--- config.mk ---
export PLATFORM = sky130hd
export DESIGN_NAME = fp_norm_pack
export DESIGN_NICKNAME = d
export VERILOG_FILES = /design/src/rtl/fp_norm_pack.sv
export SDC_FILE = /design/constraint.sdc
export NUM_CORES = 1
export LEC_CHECK = 0
export CAP_MARGIN = 15
export CORE_UTILIZATION = 50
export DETAILED_ROUTE_END_ITERATION = 16
export GPL_TIMING_DRIVEN = 1
export PLACE_DENSITY_LB_ADDON = 0.05
export SLEW_MARGIN = 20
export SYNTH_ARGS = -nofsm -noshare
export SYNTH_HDL_FRONTEND = slang
export SYNTH_SLANG_ARGS = --single-unit
--- constraint.sdc ---
create_clock -name clk -period 2.75 [get_ports clk]
set_input_delay 0.275 -clock clk [delete_from_list [all_inputs] [get_ports clk]]
set_output_delay 0.275 -clock clk [all_outputs]
set_load 0.02 [all_outputs]
--- src/rtl/fp_norm_pack.sv ---
// fp_norm_pack
//   Post-adder normalizer and IEEE-754 binary32 packer. Takes the 25-bit
//   aligned magnitude sum (bit24 = carry, bit23 = hidden bit), the result
//   sign and the larger biased exponent. It normalizes the sum with one left
//   shift per cycle, rounds or truncates the carry case, and returns a packed
//   result over a valid/ready handshake.
//
//   Optional feature macro: FP_NORM_PACK_ROUND_EN
//     defined   -> round-to-nearest-even on the bit dropped by the carry shift
//     undefined -> truncate the dropped bit
//
// Ports
//   clk        in   1   clock, rising edge
//   rst_n      in   1   synchronous active-low reset
//   in_valid   in   1   input word valid
//   in_ready   out  1   high while idle (can accept)
//   sum_in     in  25   aligned magnitude sum
//   sign_in    in   1   result sign
//   exp_in     in   8   biased exponent of the larger operand
//   out_valid  out  1   result valid
//   out_ready  in   1   downstream accepts result
//   result     out 32   packed {sign, exp[7:0], frac[22:0]}
//   overflow   out  1   result saturated to infinity (qualified by out_valid)

module fp_norm_pack (
   input  logic        clk,
   input  logic        rst_n,
   input  logic        in_valid,
   output logic        in_ready,
   input  logic [24:0] sum_in,
   input  logic        sign_in,
   input  logic [7:0]  exp_in,
   output logic        out_valid,
   input  logic        out_ready,
   output logic [31:0] result,
   output logic        overflow
);

   typedef enum logic [1:0] {
      IDLE = 2'd0,
      NORM = 2'd1,
      DONE = 2'd2
   } state_t;

   state_t      state_q, state_d;
   logic [24:0] sum_q,   sum_d;
   logic        sign_q,  sign_d;
   logic [8:0]  e_q,     e_d;
   logic        pass_q,  pass_d;
   logic [31:0] result_q, result_d;
   logic        ovf_q,   ovf_d;

   // Carry-path working values
   logic        round_up_s;
   logic [24:0] mant_r_s;
   logic [8:0]  e_carry_s;
   logic [22:0] frac_carry_s;

   // Pack sign/exponent/fraction, saturating to infinity when the exponent
   // has run past the largest finite encoding. Returns {overflow, word}.
   function automatic logic [32:0] pack_word(input logic        sign,
                                             input logic [8:0]  e,
                                             input logic [22:0] frac);
      logic [32:0] w;
      if (e >= 9'd255) begin
         w = {1'b1, sign, 8'hFF, 23'd0};
      end else begin
         w = {1'b0, sign, e[7:0], frac};
      end
      return w;
   endfunction

   // Carry-path mantissa: right shift by one, optional RNE, carry-out renorm
   always_comb begin
`ifdef FP_NORM_PACK_ROUND_EN
      // A single guard bit means any dropped 1 is a tie: round to even.
      round_up_s = sum_q[0] & sum_q[1];
`else
      round_up_s = 1'b0;
`endif
      mant_r_s = {1'b0, sum_q[24:1]} + {24'd0, round_up_s};
      if (mant_r_s[24]) begin
         // Mantissa rounded up to 2.0: becomes 1.0 with one more exponent step
         frac_carry_s = 23'd0;
         e_carry_s    = e_q + 9'd2;
      end else begin
         frac_carry_s = mant_r_s[22:0];
         e_carry_s    = e_q + 9'd1;
      end
   end

   // Next-state and datapath decisions
   always_comb begin
      state_d  = state_q;
      sum_d    = sum_q;
      sign_d   = sign_q;
      e_d      = e_q;
      pass_d   = pass_q;
      result_d = result_q;
      ovf_d    = ovf_q;

      case (state_q)
         IDLE: begin
            if (in_valid) begin
               sum_d   = sum_in;
               sign_d  = sign_in;
               // Exponent 0 (denormal) scales like exponent 1
               e_d     = (exp_in == 8'd0) ? 9'd1 : {1'b0, exp_in};
               pass_d  = (exp_in == 8'hFF);
               state_d = NORM;
            end else begin
               state_d = IDLE;
            end
         end
         NORM: begin
            if (pass_q) begin
               result_d = {sign_q, 8'hFF, sum_q[22:0]};
               ovf_d    = 1'b0;
               state_d  = DONE;
            end else if (sum_q == 25'd0) begin
               result_d = {sign_q, 31'd0};
               ovf_d    = 1'b0;
               state_d  = DONE;
            end else if (sum_q[24]) begin
               {ovf_d, result_d} = pack_word(sign_q, e_carry_s, frac_carry_s);
               state_d           = DONE;
            end else if (sum_q[23]) begin
               {ovf_d, result_d} = pack_word(sign_q, e_q, sum_q[22:0]);
               state_d           = DONE;
            end else if (e_q == 9'd1) begin
               // Cannot shift further without going below the minimum exponent
               result_d = {sign_q, 8'h00, sum_q[22:0]};
               ovf_d    = 1'b0;
               state_d  = DONE;
            end else begin
               sum_d   = {sum_q[23:0], 1'b0};
               e_d     = e_q - 9'd1;
               state_d = NORM;
            end
         end
         DONE: begin
            if (out_ready) begin
               state_d = IDLE;
            end else begin
               state_d = DONE;
            end
         end
         default: begin
            state_d = IDLE;
         end
      endcase
   end

   // State and datapath registers with synchronous active-low reset
   always_ff @(posedge clk) begin
      if (!rst_n) begin
         state_q  <= IDLE;
         sum_q    <= 25'd0;
         sign_q   <= 1'b0;
         e_q      <= 9'd0;
         pass_q   <= 1'b0;
         result_q <= 32'd0;
         ovf_q    <= 1'b0;
      end else begin
         state_q  <= state_d;
         sum_q    <= sum_d;
         sign_q   <= sign_d;
         e_q      <= e_d;
         pass_q   <= pass_d;
         result_q <= result_d;
         ovf_q    <= ovf_d;
      end
   end

   assign in_ready  = (state_q == IDLE);
   assign out_valid = (state_q == DONE);
   assign result    = result_q;
   assign overflow  = ovf_q;

endmodule

==> impl_metrics.tcl <==
set metrics [dict create \
    max-vdd-ir-drop_v 0.000410 \
    fin_util_pct 66.5 \
    routed_wl_mm 10.5 \
    drtPass1Iterations 5 \
    die_w_um 89.8 \
    vias_per_cell 5.92 \
    core_sq_mm 0.00737 \
    p_clk_share_pct 29.6 \
    die-area_sq_mm 0.00806 \
    synth_common_cells "dfxtp_1 (71), nand2_1 (60), o21ai_0 (49)" \
    worstMarginPinSlew_ns 0.620 \
    synthDominantCellAreaShare_pct 36.9 \
    synth_top_cell_by_area "dfxtp_1" \
    cts-root-buf "clkbuf_8" \
    skew_ns 0.00778 \
    clkTransAtPathRegs_ns 0.08 \
    io_pins 73 \
    timing.fmax_mhz 406 \
    crit_path_max_fanout 11 \
    worst_hold_slack_ns 0.402 \
    drv_slew 0 \
    portBuffers 72 \
    crit_arrival_ns 2.75 \
    ys_seq_elements 71 \
    min_path_type "input pin to flip-flop" \
    route.met2.wl_mm 4.79 \
    n_antenna_cell 0 \
    nets 600 \
    ctsHoldBuffers 0 \
    power.density_mw_per_mm2 651 \
    avgSynthCellArea_sq_um 7.71 \
    syn_to_final_growth_pct 27.2 \
    place_worst_setup_slack_ns 0.194 \
    hold_viol 0 \
    drive_above_1_share_pct 8.90 \
    fin_crit_ns 2.47 \
    outcome "finished clean" \
    cts_buffer_depth 2 \
    die_h_um 89.8 \
    rsz0062_at_grt "false" \
    p_sw_mw 1.11 \
    antenna_found_initial 0 \
    fin_ws_ns 0.285 \
    maxCapViolCount 0 \
    num_vias 3915 \
    start_kind "flip-flop" \
    ant_nets 0 \
    tns_ns 0 \
    async_flop_share_pct 0 \
    slew_headroom_pct 58.6 \
    combPwrFrac_pct 30.2 \
    p_seq_share_pct 40.2 \
    synth_cell_type_count 55 \
    grt_use_total_pct 26.4 \
    wire_per_inst_um 15.9 \
    wl_met3_um 586 \
    layoutNonFillerInstCount 661 \
    crit_type "flip-flop to flip-flop" \
    met1_length_mm 4.95 \
    final-setup-viol-count 0 \
    rows 31 \
    initial_core_util_pct 52.3 \
    grt_max_degree 58 \
    intPower_mw 2.08 \
    clk_latency_ns 0.35 \
    synthFlopType "dfxtp_1" \
    dp_hpwl_mm 7.29 \
    worstPathRequired_ns 3.03 \
    synth_edf_count 0 \
    grt_pass1_vias 3480 \
    dp.cells 645 \
    htreeDepth 3 \
    drt_first_iter_violations 324 \
    cts_tree "yes" \
    seq_area_frac_synth_pct 36.9 \
    dr.max_layer_used "met4" \
    yosysWarnings 0 \
    synthTopCellsByArea "dfxtp_1 (37%), o21ai_0 (6.4%), nand2_1 (5.8%), nand3_1 (4.8%), o221ai_1 (4.8%)" \
    p_leak_nw 1.72 \
    p_sw_share_pct 34.7 \
    yosysMostFrequentCell "dfxtp_1" \
    drc 0 \
    finalCritPeriodShare_pct 89.6 \
    gp_congestion 0.882 \
    syn_area_sq_mm 0.00385 \
    crit_path_end_kind "flip-flop" \
    numCtsBuffers 9 \
    synth_cells 500 \
    clkSinkCount 71 \
    fillCellCount 671 \
    grt_overflow 0 \
    synth_fp_nets 543 \
    grt_pass1_wl_mm 17.3 \
]
logic make-up after synthesis:
logic type                 after synthesis  synth area share, %
adders and majority gates                5                 1.62
and+or+nand+nor                        178                 21.3
xor gates and xnor gates                 8                 1.82
DFF                                     71                 36.9
muxes                                   16                 4.15
AOI/OAI and AO/OA                      166                 28.0
buffers and inverters                   56                 6.30
state kept, by name, summed over array words and instances (netlist names):
register / cells
e_q: 9
overflow: 1
pass_q: 1
result: 32
sign_q: 1
state_q: 2
sum_q: 25
worst max-delay path: stages (launching register included):
cell and delay, ns:
dfxtp_2 0.39, ha_2 0.23, nand3_1 0.13, nor2_1 0.07, and3_1 0.18, ha_1 0.17, or2_1 0.28, a221o_1 0.39
o21bai_1 0.13, buf_4 0.19, a32oi_1 0.07, a21oi_1 0.16
metrics by stage:
step	total power [mW]	cell area, sq um
finish	3.19	4900
global route	3.36	4900
CTS	3.19	4900
detailed placement	2.25	4680
global placement	2.24	4680
floorplan	1.90	3850
cell usage in the layout, fill, tap and decap left out, types with 4 or more instances in the layout:
cell type and n:
nand4_1 6, o221ai_1 21, inv_1 6, a21oi_1 30, a31oi_1 13, nand3_1 37, nor3_1 5, dfxtp_1 69
a32oi_1 12, ha_1 4, mux2i_1 16, nor2_1 43, a211oi_1 5, o21ai_0 48, clkdlybuf4s50_1 71, nand2_1 60
clkbuf_8 9, o21ai_1 9, nor4_1 6, o21a_1 4, o21bai_1 4, buf_4 21, xnor2_1 5
power groups by stage:
| stage | Clock, mW | Sequential [mW] | Combinational (mW) |
|---|---|---|---|
| 4_1_cts | 0.957 | 1.28 | 0.959 |
| 3_3_place_gp | 0 | 1.30 | 0.939 |
| 2_1_floorplan | 0 | 1.31 | 0.586 |
| 6_report | 0.944 | 1.28 | 0.964 |
| 3_5_place_dp | 0 | 1.30 | 0.952 |
| 5_1_grt | 0.997 | 1.30 | 1.06 |
cell type report:
class / instances / area (sq um) / share of cell area, %
multi-input combinational: 373 / 2190 / 44.8
sequential: 71 / 1420 / 29.0
timing repair buffer: 95 / 913 / 18.6
clock buffer: 10 / 128 / 2.60
tap: 99 / 124 / 2.53
clock inverter: 6 / 93.8 / 1.91
inverter: 7 / 26.3 / 0.536
final timing paths:
check                           from                 endpoint  slack, ns  cells after the start
max              e_q[0]$_SDFFE_PN0P_  result[22]$_SDFFE_PN0P_       0.28                     11
max reg2reg      e_q[0]$_SDFFE_PN0P_  result[22]$_SDFFE_PN0P_       0.28                     11
min                            rst_n   result[4]$_SDFFE_PN0P_       0.40                      3
min reg2reg  result[25]$_SDFFE_PN0P_  result[25]$_SDFFE_PN0P_       0.46                      2
metal layers:
| metal | global-route usage [%] | vias up |
|---|---|---|
| met3 | 3.30 | 13 |
| met5 | 0 | - |
| met4 | 11.1 | 0 |
| li1 | - | 1962 |
| met2 | 41.4 | 122 |
| met1 | 36.7 | 1818 |
timing repair:
item | CTS | global route
setup endpoints to repair | 0 | 22
resized for setup | 0 | 3
buffers inserted | 0 | 0
(Power assumes the default switching activity.)
